File: src/rtl/spc_pkg.sv
// spc_pkg: shared state encoding and default framing constants for the SPC frame sequencer.
package spc_pkg;

    typedef enum logic [1:0] {S_IDLE, S_PREAMBLE, S_PAYLOAD, S_TAIL} spc_state_e;

    localparam int DEF_PRE_BITS = 16;
    localparam logic [DEF_PRE_BITS-1:0] DEF_PREAMBLE = 16'hF0A5;
    localparam int DEF_TAIL_BITS = 4;
    localparam int DEF_LEN_W = 10;

    // One counter serves all three fields, so it must hold the largest terminal count.
    function automatic int cnt_width(input int pre, input int tail, input int lw);
        int w;
        w = lw;
        if ($clog2(pre) > w) w = $clog2(pre);
        if ($clog2(tail) > w) w = $clog2(tail);
        return w;
    endfunction

endpackage

File: src/rtl/spc_frame_ctrl_if.sv
// spc_frame_ctrl_if: upstream bit handshake, frame control and SPC drive signals of the frame sequencer.
interface spc_frame_ctrl_if import spc_pkg::*; #(
    parameter int LEN_W = DEF_LEN_W
);
    logic             start;
    logic [LEN_W-1:0] frame_len;
    logic             abort;
    logic             din;
    logic             din_valid;
    logic             din_ready;
    logic             spc_en;
    logic             spc_din;
    logic             sym_valid;
    logic             busy;
    logic             done;

    modport master (
        output start, frame_len, abort, din, din_valid,
        input  din_ready, spc_en, spc_din, sym_valid, busy, done
    );

    modport slave (
        input  start, frame_len, abort, din, din_valid,
        output din_ready, spc_en, spc_din, sym_valid, busy, done
    );
endinterface

File: src/rtl/spc_frame_ctrl.sv
// spc_frame_ctrl: drives the SPC with preamble, handshaked payload and zero tail per frame,
// flagging the second bit of every pair as a symbol strobe.
module spc_frame_ctrl import spc_pkg::*; #(
    parameter int                  PRE_BITS  = DEF_PRE_BITS,
    parameter logic [PRE_BITS-1:0] PREAMBLE  = DEF_PREAMBLE,
    parameter int                  TAIL_BITS = DEF_TAIL_BITS,
    parameter int                  LEN_W     = DEF_LEN_W
) (
    input logic             clk,
    input logic             reset,
    spc_frame_ctrl_if.slave bus
);
    localparam int CW = cnt_width(PRE_BITS, TAIL_BITS, LEN_W);
    localparam logic [CW-1:0] PRE_LAST  = CW'(PRE_BITS - 1);
    localparam logic [CW-1:0] TAIL_LAST = CW'(TAIL_BITS - 1);

    spc_state_e       state, state_nxt;
    logic [CW-1:0]    cnt, cnt_nxt, len_last;
    logic [LEN_W-1:0] len, len_nxt;
    logic             phase, phase_nxt, done_q, done_nxt, act;
    logic [PRE_BITS-1:0] pre_sh;

    assign len_last = CW'(len) - CW'(1);
    assign pre_sh   = PREAMBLE << cnt;
    assign act      = !bus.abort;

    // Outputs: abort kills the current bit combinationally, before the state returns to idle.
    always_comb begin
        bus.din_ready = act && state == S_PAYLOAD;
        bus.spc_en    = act && (state == S_PREAMBLE || state == S_TAIL ||
                                (state == S_PAYLOAD && bus.din_valid));
        bus.spc_din   = act && (state == S_PREAMBLE ? pre_sh[PRE_BITS-1] :
                                state == S_PAYLOAD && bus.din_valid && bus.din);
        bus.sym_valid = bus.spc_en && phase;
        bus.busy      = state != S_IDLE;
        bus.done      = done_q;
    end

    always_comb begin
        state_nxt = state;
        cnt_nxt   = cnt;
        len_nxt   = len;
        phase_nxt = bus.spc_en ? !phase : phase;
        done_nxt  = 1'b0;
        case (state)
            S_IDLE: begin
                if (bus.start && act) begin
                    state_nxt = S_PREAMBLE;
                    len_nxt   = bus.frame_len & ~LEN_W'(1);
                    cnt_nxt   = '0;
                    phase_nxt = 1'b0;
                end
            end
            S_PREAMBLE: begin
                cnt_nxt = cnt == PRE_LAST ? '0 : cnt + CW'(1);
                if (cnt == PRE_LAST) state_nxt = len == '0 ? S_TAIL : S_PAYLOAD;
            end
            S_PAYLOAD: begin
                if (bus.din_valid) begin
                    cnt_nxt = cnt == len_last ? '0 : cnt + CW'(1);
                    if (cnt == len_last) state_nxt = S_TAIL;
                end
            end
            S_TAIL: begin
                cnt_nxt = cnt == TAIL_LAST ? '0 : cnt + CW'(1);
                if (cnt == TAIL_LAST) begin
                    state_nxt = S_IDLE;
                    done_nxt  = 1'b1;
                end
            end
            default: state_nxt = S_IDLE;
        endcase
        if (bus.abort && state != S_IDLE) begin
            state_nxt = S_IDLE;
            cnt_nxt   = '0;
            phase_nxt = 1'b0;
            done_nxt  = 1'b0;
        end
    end

    always_ff @(posedge clk or negedge reset) begin
        if (!reset) begin
            state  <= S_IDLE;
            cnt    <= '0;
            len    <= '0;
            phase  <= 1'b0;
            done_q <= 1'b0;
        end else begin
            state  <= state_nxt;
            cnt    <= cnt_nxt;
            len    <= len_nxt;
            phase  <= phase_nxt;
            done_q <= done_nxt;
        end
    end

endmodule

File: src/flat_wrapper.sv
// flat-port wrapper written by rule: the top's interface ports become plain ports
module spc_frame_ctrl_flat import spc_pkg::*;
#(
    parameter int                  PRE_BITS  = DEF_PRE_BITS,
    parameter logic [PRE_BITS-1:0] PREAMBLE  = DEF_PREAMBLE,
    parameter int                  TAIL_BITS = DEF_TAIL_BITS,
    parameter int                  LEN_W     = DEF_LEN_W
)
  (clk, reset, bus_start, bus_frame_len, bus_abort, bus_din, bus_din_valid, bus_din_ready, bus_spc_en, bus_spc_din, bus_sym_valid, bus_busy, bus_done);
  spc_frame_ctrl_if #(.LEN_W(LEN_W)) bus_i ();
  input logic clk;
  input logic reset;
  input wire logic [$bits(bus_i.start)-1:0] bus_start;
  input wire logic [$bits(bus_i.frame_len)-1:0] bus_frame_len;
  input wire logic [$bits(bus_i.abort)-1:0] bus_abort;
  input wire logic [$bits(bus_i.din)-1:0] bus_din;
  input wire logic [$bits(bus_i.din_valid)-1:0] bus_din_valid;
  output wire logic [$bits(bus_i.din_ready)-1:0] bus_din_ready;
  output wire logic [$bits(bus_i.spc_en)-1:0] bus_spc_en;
  output wire logic [$bits(bus_i.spc_din)-1:0] bus_spc_din;
  output wire logic [$bits(bus_i.sym_valid)-1:0] bus_sym_valid;
  output wire logic [$bits(bus_i.busy)-1:0] bus_busy;
  output wire logic [$bits(bus_i.done)-1:0] bus_done;
  assign bus_i.start = bus_start;
  assign bus_i.frame_len = bus_frame_len;
  assign bus_i.abort = bus_abort;
  assign bus_i.din = bus_din;
  assign bus_i.din_valid = bus_din_valid;
  assign bus_din_ready = bus_i.din_ready;
  assign bus_spc_en = bus_i.spc_en;
  assign bus_spc_din = bus_i.spc_din;
  assign bus_sym_valid = bus_i.sym_valid;
  assign bus_busy = bus_i.busy;
  assign bus_done = bus_i.done;
  spc_frame_ctrl #(.PRE_BITS(PRE_BITS), .PREAMBLE(PREAMBLE), .TAIL_BITS(TAIL_BITS), .LEN_W(LEN_W)) u_core (.clk(clk), .reset(reset), .bus(bus_i));
endmodule
File: config.mk
export PLATFORM = sky130hd
export DESIGN_NAME = spc_frame_ctrl_flat
export DESIGN_NICKNAME = d
export VERILOG_FILES = /design/src/rtl/spc_pkg.sv /design/src/rtl/spc_frame_ctrl_if.sv /design/src/rtl/spc_frame_ctrl.sv /design/src/flat_wrapper.sv
export SDC_FILE = /design/constraint.sdc
export NUM_CORES = 1
export LEC_CHECK = 0
export CORE_AREA = 4 4 67 69
export CTS_BUF_LIST = sky130_fd_sc_hd__clkbuf_4 sky130_fd_sc_hd__clkbuf_8
export DETAILED_ROUTE_END_ITERATION = 10
export DIE_AREA = 0 0 71 73
export GPL_TIMING_DRIVEN = 0
export PLACE_DENSITY = 0.73
export SETUP_SLACK_MARGIN = 0.1
export SYNTH_ARGS = -nofsm -noshare
export SYNTH_HDL_FRONTEND = slang
export SYNTH_SLANG_ARGS = --single-unit
File: constraint.sdc
create_clock -name clk -period 5.1 [get_ports clk]
set_clock_uncertainty 0.05 [all_clocks]
set_input_delay 1.02 -clock clk [delete_from_list [all_inputs] [get_ports clk]]
set_output_delay 1.02 -clock clk [all_outputs]
set_load 0.005 [all_outputs]
# Word-level counts from Yosys, hierarchy flattened
# Cells that the tools add are included.
# totals
register_bits	23
# op_classes
n_addsub	2
n_eq_ne	11
n_shift	1
mux	23
n_reduce_logical	18
# ops
cell	count
10-bit 2-to-1 mux	6
10-bit case mux with 4 select lines	1
16-bit by 10-bit left shift with 16-bit output, first input constant	1
2-bit 2-to-1 mux	6
3-bit != test, second input constant	4
10-bit by 1-bit adder with 10-bit output, second input constant	1
10-bit equality test	1
10-bit by 2-bit equality test with 1-bit output, second input constant	1
10-bit by 4-bit equality test with 1-bit output, second input constant	1
10-bit logical NOT	1
10-bit by 1-bit subtractor with 10-bit output, second input constant	1
1-bit 2-to-1 mux	9
1-bit logical AND	8
2-bit case mux with 4 select lines	1
5-bit AND reduction	1
2-bit equality test, second input constant	2
2-bit AND reduction	2
3-bit by 1-bit != test with 1-bit output, second input constant	1
2-bit by 1-bit equality test with 1-bit output, second input constant	1
1-bit logical NOT	2
2-bit logical NOT	1
1-bit logical OR	2
2-bit nonzero test	1

# Logic depth before layout (Yosys ltp)
# logic_depth
word_depth	8
mapped_depth	9
mapped_depth_nobuf	9

# Least setup slack after synthesis
# OpenSTA, ideal clock, no wires.
# synth_timing
kind	reg2out
startpoint	register u_core.cnt[6]
endpoint	output port bus_spc_din
t_arrival_ns	1.477
t_required_ns	4.030
setup_slack_ns	2.553
path_stages_with_launch	6
path_cell_list	dfrtp_1 > clkbuf_1 > or4_1 > nor3_1 > a31oi_1 > nor2_1
# synth_via
elab_chain_cells	3
# synth_lines
item	line	source
from (decl)	spc_frame_ctrl.sv:18	logic [CW-1:0] cnt, cnt_nxt, len_last;
from (signal assigned)	spc_frame_ctrl.sv:90	cnt <= cnt_nxt;
16-bit by 10-bit left shift with 16-bit output	spc_frame_ctrl.sv:24	assign pre_sh = PREAMBLE << cnt;
1-bit 2-to-1 mux	spc_frame_ctrl.sv:32	bus.spc_din = act && (state == S_PREAMBLE ? pre_sh[PRE_BITS-1] :
1-bit logical AND	spc_frame_ctrl.sv:32	
to (decl)	flat_wrapper.sv:20	output wire logic [$bits(bus_i.spc_din)-1:0] bus_spc_din;
# Every way passes these cells.

# Final worst setup path
# layout_timing
startpoint	input port bus_abort
endpoint	output port bus_sym_valid
# layout_via
elab_chain_cells	3
# layout_lines
item	line	source
from (decl)	flat_wrapper.sv:15	input wire logic [$bits(bus_i.abort)-1:0] bus_abort;
1-bit logical NOT	spc_frame_ctrl.sv:25	assign act = !bus.abort;
1-bit logical AND	spc_frame_ctrl.sv:30	bus.spc_en = act && (state == S_PREAMBLE || state == S_TAIL ||
1-bit logical AND	spc_frame_ctrl.sv:34	bus.sym_valid = bus.spc_en && phase;
to (decl)	flat_wrapper.sv:21	output wire logic [$bits(bus_i.sym_valid)-1:0] bus_sym_valid;
# Every way passes these cells.

==> results.tsv <==
metric	value	unit
rsz0062_at_grt	false	
ctsResizeCount	0	
crit_fanout	7	
drv_cap	0	
fmax	276.8	MHz
start_util	43.54	%
die-height	73	um
portBuffers	20	
postCtsHoldBufs	0	
layout_common_cells	dfrtp_1 (23), clkdlybuf4s50_1 (20), nor2_1 (18), nand2_1 (15), nand3_1 (15)	
crit_type	input port to output port	
period_share	70.83	%
overflow	0	
synth_flop_cell	dfrtp_1	
drc_errors	0	
slew_headroom	29.24	%
vias	1469	
yosys_warnings	0	
clock_latency	0.27	ns
place_congestion	0.8649	
synth.avg_cell_area	8.922	um^2
reg2reg_depth	8	
cts_buffers	3	
synth_seq_cells	23	
h-tree-depth	1	
drive_gt1_share	11.63	%
cts_tree	built	
die_w	71	um
outcome	complete, no violations	
p_per_area	422.2	nW/um^2
cp-end-kind	output port	
min_period	3.613	ns
drv_slew	0	
crit_arrival	2.54	ns
clk_pin_slew_worst_paths	0.09	ns
finalWirelength	3661	um
synth_area	1704	um^2
final-seq-area	575.6	um^2
fill_cells	399	
final_common_cell	dfrtp_1	
start_kind	input port	
p_int	0.0004913	W
switchingPower	0.0003586	W
dieArea	5183	um^2
ant_nets	0	
path_cells	clkdlybuf4s50_1, a21oi_1, ha_1, clkdlybuf4s50_1	
finalSetupTns	0	ns
via_per_inst	5.543	
min_path_type	flop to flop	
grt_max_degree	24	
p_leak	0.8074	nW
clockRootBuffer	clkbuf_8	
critPathBufInv	2	
finalHoldViolations	0	
cts.path.max_buffers	2	
drtIter0Drc	54	
switching_share	42.19	%
setup_viol	0	
cpMostUsedCell	clkdlybuf4s50_1	
max_stage_delay	0.55	ns
synth_edf_count	0	
drtPass1Iterations	4	
utilization	51.44	%
combinationalPowerShare	50.1	%
cp.depth	4	
ir_worst_vdd	224.5	uV
yosysSeqAreaShare	33.77	%
reg2reg_slack	2.46	ns
postCtsSetupBuffers	0	
antenna_cells	0	
std_cell_rows	23	
required	4.03	ns
grt_pass1_wl	6506	um
p_seq_share	36.3	%
grt_pass1_vias	1443	
tightest_slew	1.058	ns
area_growth	18.14	%
multi_input_area	1069	um^2
crit_slowest_cell	clkdlybuf4s50_1	
cts_sinks	23	
coreArea	3914	um^2
whs_path_depth	1	
synthDistinctLibCells	41	
grt_usage	15.44	%
ys_async_sr_fraction	100.0	%
wl_per_cell	13.82	um
num-nets-final	240	
cp_top_family	buffers and inverters	
pin_count	22	
syn_inst	191	
antenna_found_initial	0	
clkPwrFrac	13.7	%
hpwl	2774	um
syn-num-nets	215	
-- synthesized netlist by cell type, types with 4 or more instances --
cell / instances / area [um^2]
nand2_1: 15 / 56.30
xnor2_1: 4 / 35.03
and3_1: 5 / 31.28
mux2_2: 9 / 101.4
dfrtp_1: 23 / 575.6
a31oi_1: 7 / 43.79
nand3_1: 15 / 75.07
o21ai_0: 13 / 65.06
nor2_1: 18 / 67.56
xor2_1: 6 / 52.55
nand2b_1: 4 / 25.02
ha_1: 8 / 100.1
inv_1: 8 / 30.03
clkbuf_1: 8 / 30.03
a21oi_1: 4 / 20.02
-- per-layer routing --
| metal | wire length, um | up-vias | share of wire, % | GRT usage [%] |
|---|---|---|---|---|
| met5 | 0 | - | 0 | 0 |
| met4 | 61 | 0 | 1.7 | 5.637 |
| met3 | 93 | 7 | 2.5 | 1.791 |
| met2 | 1752 | 23 | 48 | 25.85 |
| met1 | 1754 | 695 | 48 | 20.60 |
| li1 | - | 744 | - | - |
-- sequential cells by signal (all words and copies together), names as in the netlist --
register	flops
u_core.cnt	10
u_core.len	9
u_core.state	2
u_core.bus.done	1
u_core.phase	1
-- metrics by stage --
step	hold slack, ns	total power, W	setup slack (ns)	std cells	area, um^2
2_1_floorplan	0.4652	0.0006163	2.553	191	1704
3_3_place_gp	0.4762	0.0007293	1.477	261	1967
3_5_place_dp	0.4845	0.0007398	1.490	261	1967
4_1_cts	0.5047	0.0008584	1.469	265	2013
5_1_grt	0.5393	0.0009287	1.321	265	2013
6_report	0.4985	0.0008499	1.487	265	2013
-- power groups by stage --
| stage | Clock (W) | Sequential, W | Combinational [W] |
|---|---|---|---|
| 2_1_floorplan | 0 | 0.000291 | 0.000325 |
| 3_3_place_gp | 0 | 0.000310 | 0.000419 |
| 3_5_place_dp | 0 | 0.000312 | 0.000428 |
| 4_1_cts | 0.000120 | 0.000309 | 0.000430 |
| 5_1_grt | 0.000127 | 0.000318 | 0.000484 |
| 6_report | 0.000116 | 0.000308 | 0.000425 |
-- logic make-up (layout without fill, tap and decap cells) --
logic type | count (synthesis) | after routing | synth area share (%)
AOI/OAI and AO/OA | 39 | 39 | 18.06
xor gates and xnor gates | 10 | 10 | 5.139
adders and majority gates | 8 | 8 | 5.874
buffers and inverters | 16 | 40 | 3.524
DFF | 23 | 23 | 33.77
muxes | 12 | 12 | 7.709
and+or+nand+nor | 83 | 83 | 25.92
-- area by class of cell --
cell class                      count  share of cell area [%]
Clock inverter                      1                  0.2486
Sequential cell                    23                   28.59
Timing Repair Buffer               20                   9.944
Clock buffer                        3                   2.051
Multi-Input combinational cell    152                   53.08
Tap cell                           50                   3.108
Buffer                              8                   1.492
Inverter                            8                   1.492
-- worst paths after layout --
check                                               start                   endpoint
worst min register to register  u_core.len[9]$_DFFE_PN0P_  u_core.len[9]$_DFFE_PN0P_
worst max-delay path                            bus_abort              bus_sym_valid
max in group asynchronous                           reset  u_core.cnt[1]$_DFFE_PN0P_
min in group asynchronous                           reset  u_core.len[7]$_DFFE_PN0P_
worst min-delay path            u_core.len[9]$_DFFE_PN0P_  u_core.len[9]$_DFFE_PN0P_
worst max register to register  u_core.cnt[6]$_DFFE_PN0P_  u_core.cnt[4]$_DFFE_PN0P_
Note: power is estimated with default switching activity, not from simulation.
